--- src/rtl/morse_decoder.sv ---
// Morse key front end for the 7-segment driver: synchronize, debounce, time presses, decode one digit.
// Optional MORSE_ERR_EN adds an err output that pulses with flag when the collected code is not a digit.
module morse_decoder #(
    parameter logic [15:0] DEBOUNCE_CYC = 16'd50000,
    parameter logic [23:0] DOT_MAX_CYC  = 24'd2500000,
    parameter logic [23:0] GAP_CYC      = 24'd7500000
) (
    input  logic       clk,
    input  logic       rst_n,
    input  logic       morse_in,
    output logic [3:0] key,
    output logic       flag,
`ifdef MORSE_ERR_EN
    output logic       err,
`endif
    output logic       busy
);

    typedef enum logic [1:0] {IDLE, PRESS, GAP, EMIT} state_t;

    state_t      state, state_next;
    logic        sync_p0, sync_p1;
    logic        deb;
    logic [15:0] deb_cnt;
    logic [23:0] press_cnt;
    logic [23:0] gap_cnt;
    logic [4:0]  sym;
    logic [2:0]  nsym;
    logic        is_dash;
    logic [4:0]  decoded;
    logic        code_ok;
    logic        emit_p0;
`ifdef MORSE_ERR_EN
    logic        err_p0;
`endif

    // Returns {hit, digit}; first symbol sits in the MSB, dash = 1.
    function automatic logic [4:0] decode_digit(input logic [4:0] code);
        case (code)
            5'b11111: return {1'b1, 4'd0};
            5'b01111: return {1'b1, 4'd1};
            5'b00111: return {1'b1, 4'd2};
            5'b00011: return {1'b1, 4'd3};
            5'b00001: return {1'b1, 4'd4};
            5'b00000: return {1'b1, 4'd5};
            5'b10000: return {1'b1, 4'd6};
            5'b11000: return {1'b1, 4'd7};
            5'b11100: return {1'b1, 4'd8};
            5'b11110: return {1'b1, 4'd9};
            default:  return {1'b0, 4'hF};
        endcase
    endfunction

    assign decoded = decode_digit(sym);
    assign code_ok = (nsym == 3'd5) && decoded[4];
    assign is_dash = (press_cnt >= DOT_MAX_CYC);
    assign busy    = (state != IDLE);

    // Stage p0/p1: two-flop synchronizer for the asynchronous button
    always_ff @(posedge clk or negedge rst_n) begin
        if (!rst_n) begin
            sync_p0 <= 1'b0;
            sync_p1 <= 1'b0;
        end else begin
            sync_p0 <= morse_in;
            sync_p1 <= sync_p0;
        end
    end

    // Debouncer: any cycle agreeing with the current level restarts the run
    always_ff @(posedge clk or negedge rst_n) begin
        if (!rst_n) begin
            deb     <= 1'b0;
            deb_cnt <= '0;
        end else if (sync_p1 != deb) begin
            if (deb_cnt == DEBOUNCE_CYC - 16'd1) begin
                deb     <= sync_p1;
                deb_cnt <= '0;
            end else begin
                deb_cnt <= deb_cnt + 16'd1;
            end
        end else begin
            deb_cnt <= '0;
        end
    end

    always_ff @(posedge clk or negedge rst_n) begin
        if (!rst_n) state <= IDLE;
        else        state <= state_next;
    end

    always_comb begin
        state_next = state;
        case (state)
            IDLE:    if (deb) state_next = PRESS;
            PRESS:   if (!deb) state_next = GAP;
            GAP: begin
                if (deb)                                state_next = PRESS;
                else if (gap_cnt == GAP_CYC - 24'd1)    state_next = EMIT;
            end
            EMIT:    state_next = IDLE;
            default: state_next = IDLE;
        endcase
    end

    // Press timing starts at 1: the cycle that moved us into PRESS was already high.
    always_ff @(posedge clk or negedge rst_n) begin
        if (!rst_n) begin
            press_cnt <= '0;
            gap_cnt   <= '0;
            sym       <= '0;
            nsym      <= '0;
        end else begin
            case (state)
                IDLE: if (deb) press_cnt <= 24'd1;
                PRESS: begin
                    if (deb) begin
                        if (press_cnt != '1) press_cnt <= press_cnt + 24'd1;
                    end else begin
                        if (nsym < 3'd5)  sym  <= {sym[3:0], is_dash};
                        if (nsym != 3'd6) nsym <= nsym + 3'd1;
                        gap_cnt <= '0;
                    end
                end
                GAP: begin
                    if (deb)                           press_cnt <= 24'd1;
                    else if (gap_cnt != GAP_CYC - 24'd1) gap_cnt <= gap_cnt + 24'd1;
                end
                EMIT: begin
                    sym  <= '0;
                    nsym <= '0;
                end
                default: ;
            endcase
        end
    end

    // Stage p0 -> output: key settles one cycle ahead of the flag strobe
    always_ff @(posedge clk or negedge rst_n) begin
        if (!rst_n) begin
            key     <= 4'hF;
            emit_p0 <= 1'b0;
            flag    <= 1'b0;
`ifdef MORSE_ERR_EN
            err_p0  <= 1'b0;
            err     <= 1'b0;
`endif
        end else begin
`ifdef MORSE_ERR_EN
            if (state == EMIT) key <= code_ok ? decoded[3:0] : 4'hF;
            emit_p0 <= (state == EMIT);
            err_p0  <= (state == EMIT) && !code_ok;
            err     <= err_p0;
`else
            if ((state == EMIT) && code_ok) key <= decoded[3:0];
            emit_p0 <= (state == EMIT) && code_ok;
`endif
            flag <= emit_p0;
        end
    end

endmodule

--- config.mk ---
export PLATFORM = sky130hd
export DESIGN_NAME = morse_decoder
export DESIGN_NICKNAME = d
export VERILOG_FILES = /design/src/rtl/morse_decoder.sv
export SDC_FILE = /design/constraint.sdc
export NUM_CORES = 1
export LEC_CHECK = 0
export CAP_MARGIN = 40
export CORE_ASPECT_RATIO = 0.9
export CORE_MARGIN = 1
export CORE_UTILIZATION = 30
export DETAILED_ROUTE_END_ITERATION = 8
export GPL_ROUTABILITY_DRIVEN = 0
export GPL_TIMING_DRIVEN = 0
export SYNTH_ARGS = -nofsm -noshare
export SYNTH_HDL_FRONTEND = slang
export SYNTH_SLANG_ARGS = --single-unit
--- constraint.sdc ---
create_clock -name clk -period 2.34 [get_ports clk]
set_clock_uncertainty 0.15 [all_clocks]
set_input_delay 0.234 -clock clk [delete_from_list [all_inputs] [get_ports clk]]
set_output_delay 0.234 -clock clk [all_outputs]
set_load 0.02 [all_outputs]
==> results.md <==
- Slew headroom: a little over half
- Maximum fanout along the worst path: 10
- Reg clk slew, reported paths: around 0.070 ns
- Slew @ Worst Pin: roughly 0.72 ns
- Port Buffers: 8
- Via count: 3881
- Post-synth EDFFs: 0
- I/O Pins: 9
- Layout fillers: 1502
- Maximum vdd drop: 273.9 uV
- Post-route cell area: 5395 sq um
- Unique cell type count in the Yosys netlist: 63
- Crit path launch type: flop
- Design Power: 3.038 mW
- Crit end category: output pin
- Post-detail-place hpwl: 6953 um
- Top post-synthesis cells by area: dfrtp_1 43%, nand2_1 4.4%, nor2_1 3.5%
- Die area: 16000 sq um
- Synth top area share: between 40% and 50%
- Worst hold-check path type: input port to asynchronous set/reset pin
- Final critical-path setup slack: approximately 0.11 ns
- Final setup violation count: 0
- Yosys top cell by area: dfrtp_1
- Power per cell area: 563.1 nW/um^2
- Fin nets: around 540
- Pre-antenna DRT Iters: 5
- Vias in the first global route: 3560
- Mapped Avg Cell Area: roughly 9.2 sq um
- Most frequent cells in the layout: 76 x dfrtp_1, 54 x nand2_1, 43 x nor2_1
- Mapped Area: between 4000 and 5000 sq um
- Final worst path period need: 2.231 ns
- First-pass GRT wire length: 17620 um
- Antenna diodes: 0
- Routed wire length per instance: 14.18 um
- Synthesized flop and latch total: 83
- Period utilization: between 90% and 100%
- Sequential-to-total area share from yosys stat: 44.78%
- Max Cap Viol: 0
- Core Area: about 15000 sq um
- Initial DRC count: 327
- Clock Path Buffers: 2
- Max Transition Viols Final: 0
- Clk_lat worst skew: 0.34 ns
- Post-synthesis instance total: 504
- Clock sink count: 83
- Setup_tns: 0 ns
- Place WS: -0.3106 ns
- Die height: roughly 120 um
- Synth warn: 0
- FMAX: 448.3 MHz
- CTS Buf Count: 9
- Final Hold Fails: 0
- Layout cells sized above 1: 10.59%
- Total length of routed wires: approximately 10000 um
- Async SR Flop Fraction: 100.0%
- Largest net degree at the start of global routing: 62
- Root buf cell: clkbuf_16
- H-Tree Depth: 3
- Die width: 133.2 um
- Starting density of the core: just over 30%
- Grt ovf: 0
- DRT antenna net count: 0
- Vias per cell: 5.338
- Commonest non-fill, non-tap cell in the layout: dfrtp_1
- Antenna violations before repair: 0
- CTS tree: yes
- Post-DP Area: 5002 sq um
- Row Count: 42
- Critical path arrival: around 1.9 ns
- Primary FF master, synth: dfrtp_1
- Static Leak: 2.346 nW
- Gr usage total: 13.67%
- Crit path required time: roughly 2.0 ns
- Area Growth Syn to Fin: 16.04%
- Crit path kind: flop to output pin
- Drt drc: 0
- Status: finished, final reports clean
- Mapped Nets: 518
==> layer usage <==
layer	part of all wire, %	vias to the layer above	track usage (%)
met3	3.0	8	2.366
li1	-	1899	-
met1	49	1912	18.90
met4	0.90	0	4.688
met2	47	62	21.53
met5	0	-	0
==> path summary, 6_finish.rpt <==
path	from	endpoint	slack, ns	depth (start not counted)
setup / recovery	state[0]	busy	0.11	4
hold / removal	rst_n	sym[3]	0.18	2
setup reg to reg	press_cnt[0]	press_cnt[17]	0.17	8
hold reg to reg	emit_p0	flag	0.20	0
max in group asynchronous	rst_n	gap_cnt[1]	1.24	3
min in group clk	emit_p0	flag	0.20	0
==> sequential cells by signal, summed over array words and instances (netlist names) <==
name / count
sync_p1: 1
deb: 1
state: 2
press_cnt: 24
flag: 1
key: 4
sym: 5
nsym: 3
deb_cnt: 16
emit_p0: 1
gap_cnt: 24
sync_p0: 1
==> Yosys cell counts (8+ instances only) <==
| library cell | number |
|---|---|
| a22o_1 | 8 |
| clkbuf_1 | 15 |
| inv_1 | 16 |
| nor2_1 | 43 |
| o21ai_0 | 29 |
| nor3_1 | 17 |
| xnor2_1 | 11 |
| and3_1 | 15 |
| a21oi_1 | 28 |
| nand2_1 | 54 |
| nand4_1 | 21 |
| ha_1 | 11 |
| xor2_1 | 9 |
| dfrtp_1 | 79 |
| nand3_1 | 29 |
==> cells by family after synthesis <==
family                     synth area share (%)
AOI/OAI and AO/OA                         16.55
xor gates and xnor gates                  3.768
adders and majority gates                 2.960
buffers and inverters                     3.229
DFF                                       44.78
muxes                                     2.099
and+or+nand+nor                           26.61
==> power by group <==
group | leakage (nW) | switching, mW | total, mW | internal (mW)
clock network | 0.152 | 0.600 | 1.54 | 0.942
logic | 1.06 | 0.0364 | 0.0497 | 0.0133
registers | 1.13 | 0.00508 | 1.45 | 1.44
==> timing repair <==
| action | 4_1_cts | 5_1_grt |
|---|---|---|
| endpoints found under the hold margin | 22 | 0 |
| pin swaps | 0 | 2 |
| setup endpoints to repair | 22 | 36 |
| hold buffers | 1 | 0 |
| buffers inserted | 0 | 2 |
| resized for setup | 9 | 10 |
==> area by class of cell <==
cell class / count / area [sq um] / area share [%]
plain buffers: 18 / 87.58 / 1.623
clock buffers: 9 / 225.2 / 4.174
clock inverters: 7 / 101.3 / 1.878
inverters: 17 / 63.81 / 1.183
multi-input cells: 383 / 2455 / 45.50
flip-flops and latches: 83 / 2086 / 38.66
well taps: 198 / 247.7 / 4.592
repair buffers: 12 / 128.9 / 2.389
==> through the flow <==
stage / hold WS, ns / util (%) / std cells
finish: 0.1773 / 36.15 / 727
global route: 0.1936 / 36.15 / 727
CTS: 0.1816 / 35.86 / 727
detailed placement: 0.001135 / 33.52 / 711
global placement: 0.1855 / 33.35 / 710
floorplan: -0.2116 / - / 504
==> worst max-delay path, stage by stage, from the launching register on <==
cell and delay [ns]:
dfrtp_2 0.47, clkbuf_4 0.21, clkbuf_4 0.21, or2_2 0.30, dlygate4sd2_1 0.32
No activity file was read; power rests on OpenSTA's default activity.
